<file path="src/rtl/fifo_module_pkg.sv">
// Shared constants for the byte FIFO: default word width and storage depth.
package fifo_module_pkg;
    localparam int FIFO_DATA_W = 8;
    localparam int FIFO_DEPTH  = 16;
endpackage

</file>
<file path="src/rtl/fifo_module_if.sv">
// Producer/consumer handshake bundle for the byte FIFO.
interface fifo_module_if
    import fifo_module_pkg::*;
#(
    parameter int DATA_W = FIFO_DATA_W
) ();
    logic              write_req;
    logic [DATA_W-1:0] FIFO_write_data;
    logic              read_req;
    logic [DATA_W-1:0] FIFO_read_data;
    logic              full_sig;
    logic              empty_sig;

    modport master (
        output write_req, FIFO_write_data, read_req,
        input  FIFO_read_data, full_sig, empty_sig
    );

    modport slave (
        input  write_req, FIFO_write_data, read_req,
        output FIFO_read_data, full_sig, empty_sig
    );
endinterface

</file>
<file path="src/rtl/fifo_module_ram.sv">
// Simple dual-port storage: one write port, one registered read port, no reset.
module fifo_ram #(
    parameter int DATA_W = 8,
    parameter int DEPTH  = 16,
    parameter int ADDR_W = $clog2(DEPTH)
) (
    input  logic              clk,
    input  logic              we,
    input  logic [ADDR_W-1:0] waddr,
    input  logic [DATA_W-1:0] wdata,
    input  logic              re,
    input  logic [ADDR_W-1:0] raddr,
    output logic [DATA_W-1:0] rdata
);
    logic [DATA_W-1:0] mem [DEPTH];
    logic [DATA_W-1:0] rdata_q;

    // Read register only loads on a pop, so the last popped word is held.
    always_ff @(posedge clk) begin
        if (we) mem[waddr] <= wdata;
        if (re) rdata_q <= mem[raddr];
    end

    assign rdata = rdata_q;
endmodule

</file>
<file path="src/rtl/fifo_module.sv">
// Single-clock byte FIFO: pointers, occupancy count and flags around fifo_ram.
module fifo_module
    import fifo_module_pkg::*;
#(
    parameter int DATA_W = FIFO_DATA_W,
    parameter int DEPTH  = FIFO_DEPTH,
    localparam int ADDR_W = $clog2(DEPTH)
) (
    input  logic         clk,
    input  logic         rst_n,
    fifo_module_if.slave bus
);
    localparam logic [ADDR_W:0] FULL_COUNT = (ADDR_W + 1)'(DEPTH);

    if ((DEPTH < 2) || ((DEPTH & (DEPTH - 1)) != 0)) begin : g_bad_depth
        $error("fifo_module: DEPTH must be a power of two and at least 2");
    end

    logic [ADDR_W-1:0] wr_ptr_q, wr_ptr_d;
    logic [ADDR_W-1:0] rd_ptr_q, rd_ptr_d;
    logic [ADDR_W:0]   count_q, count_d;
    logic              loaded_q, loaded_d;
    logic              wr_ok, rd_ok;
    logic [DATA_W-1:0] ram_rdata;

    assign bus.empty_sig = (count_q == '0);
    assign bus.full_sig  = (count_q == FULL_COUNT);
    assign wr_ok = bus.write_req & ~bus.full_sig;
    assign rd_ok = bus.read_req  & ~bus.empty_sig;

    always_comb begin
        wr_ptr_d = wr_ptr_q;
        rd_ptr_d = rd_ptr_q;
        count_d  = count_q;
        loaded_d = loaded_q | rd_ok;
        if (wr_ok) wr_ptr_d = wr_ptr_q + 1'b1;
        if (rd_ok) rd_ptr_d = rd_ptr_q + 1'b1;
        case ({wr_ok, rd_ok})
            2'b10:   count_d = count_q + 1'b1;
            2'b01:   count_d = count_q - 1'b1;
            default: count_d = count_q;
        endcase
    end

    always_ff @(posedge clk or negedge rst_n) begin
        if (!rst_n) begin
            wr_ptr_q <= '0;
            rd_ptr_q <= '0;
            count_q  <= '0;
            loaded_q <= 1'b0;
        end else begin
            wr_ptr_q <= wr_ptr_d;
            rd_ptr_q <= rd_ptr_d;
            count_q  <= count_d;
            loaded_q <= loaded_d;
        end
    end

    fifo_ram #(
        .DATA_W (DATA_W),
        .DEPTH  (DEPTH),
        .ADDR_W (ADDR_W)
    ) u_ram (
        .clk   (clk),
        .we    (wr_ok),
        .waddr (wr_ptr_q),
        .wdata (bus.FIFO_write_data),
        .re    (rd_ok),
        .raddr (rd_ptr_q),
        .rdata (ram_rdata)
    );

    // The RAM read register has no reset; mask it until the first pop after reset.
    assign bus.FIFO_read_data = loaded_q ? ram_rdata : '0;
endmodule

</file>
<file path="src/flat_wrapper.sv">
// flat-port wrapper written by rule: the top's interface ports become plain ports
module fifo_module_flat import fifo_module_pkg::*;
#(
    parameter int DATA_W = FIFO_DATA_W,
    parameter int DEPTH  = FIFO_DEPTH,
    localparam int ADDR_W = $clog2(DEPTH)
)
  (clk, rst_n, bus_write_req, bus_FIFO_write_data, bus_read_req, bus_FIFO_read_data, bus_full_sig, bus_empty_sig);
  fifo_module_if #(.DATA_W(DATA_W)) bus_i ();
  input  logic clk;
  input  logic rst_n;
  input wire logic [$bits(bus_i.write_req)-1:0] bus_write_req;
  input wire logic [$bits(bus_i.FIFO_write_data)-1:0] bus_FIFO_write_data;
  input wire logic [$bits(bus_i.read_req)-1:0] bus_read_req;
  output wire logic [$bits(bus_i.FIFO_read_data)-1:0] bus_FIFO_read_data;
  output wire logic [$bits(bus_i.full_sig)-1:0] bus_full_sig;
  output wire logic [$bits(bus_i.empty_sig)-1:0] bus_empty_sig;
  assign bus_i.write_req = bus_write_req;
  assign bus_i.FIFO_write_data = bus_FIFO_write_data;
  assign bus_i.read_req = bus_read_req;
  assign bus_FIFO_read_data = bus_i.FIFO_read_data;
  assign bus_full_sig = bus_i.full_sig;
  assign bus_empty_sig = bus_i.empty_sig;
  fifo_module #(.DATA_W(DATA_W), .DEPTH(DEPTH)) u_core (.clk(clk), .rst_n(rst_n), .bus(bus_i));
endmodule
</file>
<file path="config.mk">
export PLATFORM = sky130hd
export DESIGN_NAME = fifo_module_flat
export DESIGN_NICKNAME = d
export VERILOG_FILES = /design/src/rtl/fifo_module_pkg.sv /design/src/rtl/fifo_module_if.sv /design/src/rtl/fifo_module_ram.sv /design/src/rtl/fifo_module.sv /design/src/flat_wrapper.sv
export SDC_FILE = /design/constraint.sdc
export NUM_CORES = 1
export LEC_CHECK = 0
export CORE_MARGIN = 8
export CORE_UTILIZATION = 45
export DETAILED_ROUTE_END_ITERATION = 6
export DONT_BUFFER_PORTS = 1
export PLACE_DENSITY = 0.71
export SKIP_CTS_REPAIR_TIMING = 1
export SLEW_MARGIN = 0
export SYNTH_ARGS = -nofsm -noshare
export SYNTH_HDL_FRONTEND = slang
export SYNTH_SLANG_ARGS = --single-unit
export TNS_END_PERCENT = 1
</file>
<file path="constraint.sdc">
create_clock -name clk -period 3.49 [get_ports clk]
set_input_delay 0.8725 -clock clk [delete_from_list [all_inputs] [get_ports clk]]
set_output_delay 0.8725 -clock clk [all_outputs]
set_load 0.05 [all_outputs]
</file>
==> flow_summary.ini <==
[outcome]
status = complete, no violations

[cells_and_area]
layout_commonest_cell = edfxtp_1
final_core_util_pct = 52.34
most_frequent_cells_in_the_layout = edfxtp_1, mux2i_1, buf_4, clkbuf_16
insertedDiodeCount = 0
layout-drive-gt1-share_pct = 19.09
fillerInstances = 1049
final_net_count = 381
areaGrowthSynthToFinish_pct = 13.34

[worst_setup_path]
logic_depth_of_the_worst_register_to_register_path = 8
required_ns = 3.82
critPathArrivalTime_ns = 3.12
worstSetupStartpointType = flip-flop
crit_type = reg -> reg
cp_max_fo = 14
worst_setup_ep_type = flip-flop

[worst_hold_path]
holdCritPathClass = in -> async

[floorplanning]
initial_utilization_pct = 46.18
core_area_um2 = 13240
die_width_um = 132.6
ios = 22
die_area_um2 = 17580
row_count = 42
die_height_um = 132.6

[route]
routed_wirelength_um = 11880
route.antenna.remaining_nets = 0
drt-vias-per-instance = 5.487
first_iter_violations = 377
drc = 0
via_count_of_the_routed_design = 3007
drt_pass1_iterations = 4
routedWlPerCell_um = 21.68

[power_and_ir_drop]
p_leak_uw = 0.002428
post-layout-total-power_uw = 6029
vdd_ir_drop_max_mv = 0.3829
power_density_nw_per_um2 = 869.8

[place]
preCtsSetupSlack_ns = 0.5682
port_buffers = 0
dp_hpwl_um = 7531
gp_congestion = 0.7700

[yosys]
yosys_warns = 0
synthXorXnorAreaFrac_pct = 1.432
synth_top_cell_area_share_pct = 66.78
synth_top_cells_by_area = edfxtp_1, mux4_2, dfrtp_1, mux2i_1, a221oi_1
synth_simple_gate_area_share_pct = 4.399
synthesis.instances = 338
syn_avg_cell_area_um2 = 18.09
synth-seq-area-share_pct = 72.50
synthAdderAreaFrac_pct = 2.169
synth_top_family_by_area = multiplexers
syn_nets = 360
synth_top_cell_by_area = edfxtp_1
synthesis.area_um2 = 6116
synth_compound_gate_area_share_pct = 5.115
synth-seq-cells = 150
synth.mux.area_fraction_pct = 11.72
ys_types = 36

[timing]
worst_slack_ns = 0.6966
hold_viol_final = 0
max_clock_freq_mhz = 358.0
fin_crit_sh_pct = 80.04
timing.slew.headroom_pct = 41.38
tns_ns = 0
timing.clock.skew_ns = 0.009624
final-max-slew-violation-count = 0
setup-violations-final = 0
timing.final.crit_period_ns = 2.793
grt_setup_unrepaired = no
tightestPinTransition_ns = 0.8793

[cts]
cts_made_buffers = 17
tritoncts = yes
worst_skew_pair.late_latency_ns = 0.42
cts_num_sinks = 150
htree_levels = 4
clk_root_buffer_cell = clkbuf_16
max-clock-path-buffers = 2
clkSlewWorstSetupHoldPaths_ns = 0.06

[grt]
grt_antenna_before_repair = 0
largest_net_degree_at_the_start_of_global_routing = 29
first_global_vias = 3132
final_global_route_overflow_total = 0
grt_resource_usage_total_pct = 14.22
grt_pass1_wl_um = 18420

[job]
drv_cap = 0
==> worst paths after layout <==
path / start / end / slack (ns)
worst max register to register: u_core.count_q[3] / u_core.count_q[4] / 0.70
worst min-delay path: rst_n / u_core.count_q[3] / 0.15
worst min register to register: u_core.count_q[2] / u_core.count_q[2] / 0.55
min in group clk: bus_FIFO_write_data[1] / u_core.u_ram.mem[11][1] / 0.55
worst max-delay path: u_core.count_q[3] / u_core.count_q[4] / 0.70
max in group asynchronous: rst_n / u_core.rd_ptr_q[0] / 3.26
==> area by class of cell <==
class                           instances  area, um^2  area share (%)
Clock inverter                          9       127.6           1.841
Inverter                                5       18.77          0.2708
Timing Repair Buffer                   20       162.7           2.347
Tap cell                              176       220.2           3.177
Sequential cell                       150        4436           63.99
Multi-Input combinational cell        165        1519           21.91
Clock buffer                           23       447.9           6.462
==> routing by layer <==
metal	share of wire (%)	GRT usage [%]	up-vias
li1	-	-	1373
met1	40	17.30	1529
met2	51	22.62	88
met3	7.7	4.201	17
met4	1.8	7.192	0
met5	0	0	-
==> Yosys cell counts, drive strengths merged <==
master,instances
clkbuf,3
ha,9
or2,1
or3,1
inv,5
dfrtp,14
a22oi,8
o31a,2
fa,1
a21oi,2
and2,9
nor2b,2
nand4,1
a221oi,16
edfxtp,136
nand3,1
buf,15
mux4,16
nor2,13
nand2,17
nand2b,2
xnor2,8
a21o,2
mux2,2
nor3,6
xor2,2
o21ai,11
mux2i,33
==> metrics by stage <==
step / std cells / area (um^2) / hold slack (ns)
finish: 548 / 6932 / 0.1509
global route: 548 / 6932 / 0.1347
CTS: 548 / 6932 / 0.1340
detailed placement: 516 / 6356 / 0.5332
global placement: 516 / 6356 / 0.4946
floorplan: 338 / 6116 / 0.4788
==> cells by family after synthesis <==
family | Yosys count
flops | 150
simple gates | 53
mux | 51
compound gates | 41
buf+inv | 23
xor+xnor | 10
fa+ha+maj | 10
==> report_power, final <==
group	leakage [uW]	switching (uW)	internal, uW
Clock	0.000273	653	1120
Sequential	0.00139	287	2280
Combinational	0.000760	981	711
Total	0.00243	1920	4110
==> registers in the layout, summed over array words and instances (netlist names) <==
register,cells
u_core.count_q,5
u_core.wr_ptr_q,4
u_core.u_ram.rdata,8
u_core.loaded_q,1
u_core.u_ram.mem,128
u_core.rd_ptr_q,4
==> worst max-delay path, stage by stage (launching register included) <==
cell	delay (ns)
dfrtp_1	0.41
or3_4	0.42
o31a_4	0.38
ha_1	0.30
fa_1	0.42
a21o_1	0.19
a21oi_1	0.17
mux2i_1	0.25
xnor2_1	0.15
Power figures use the tool's default switching activity.
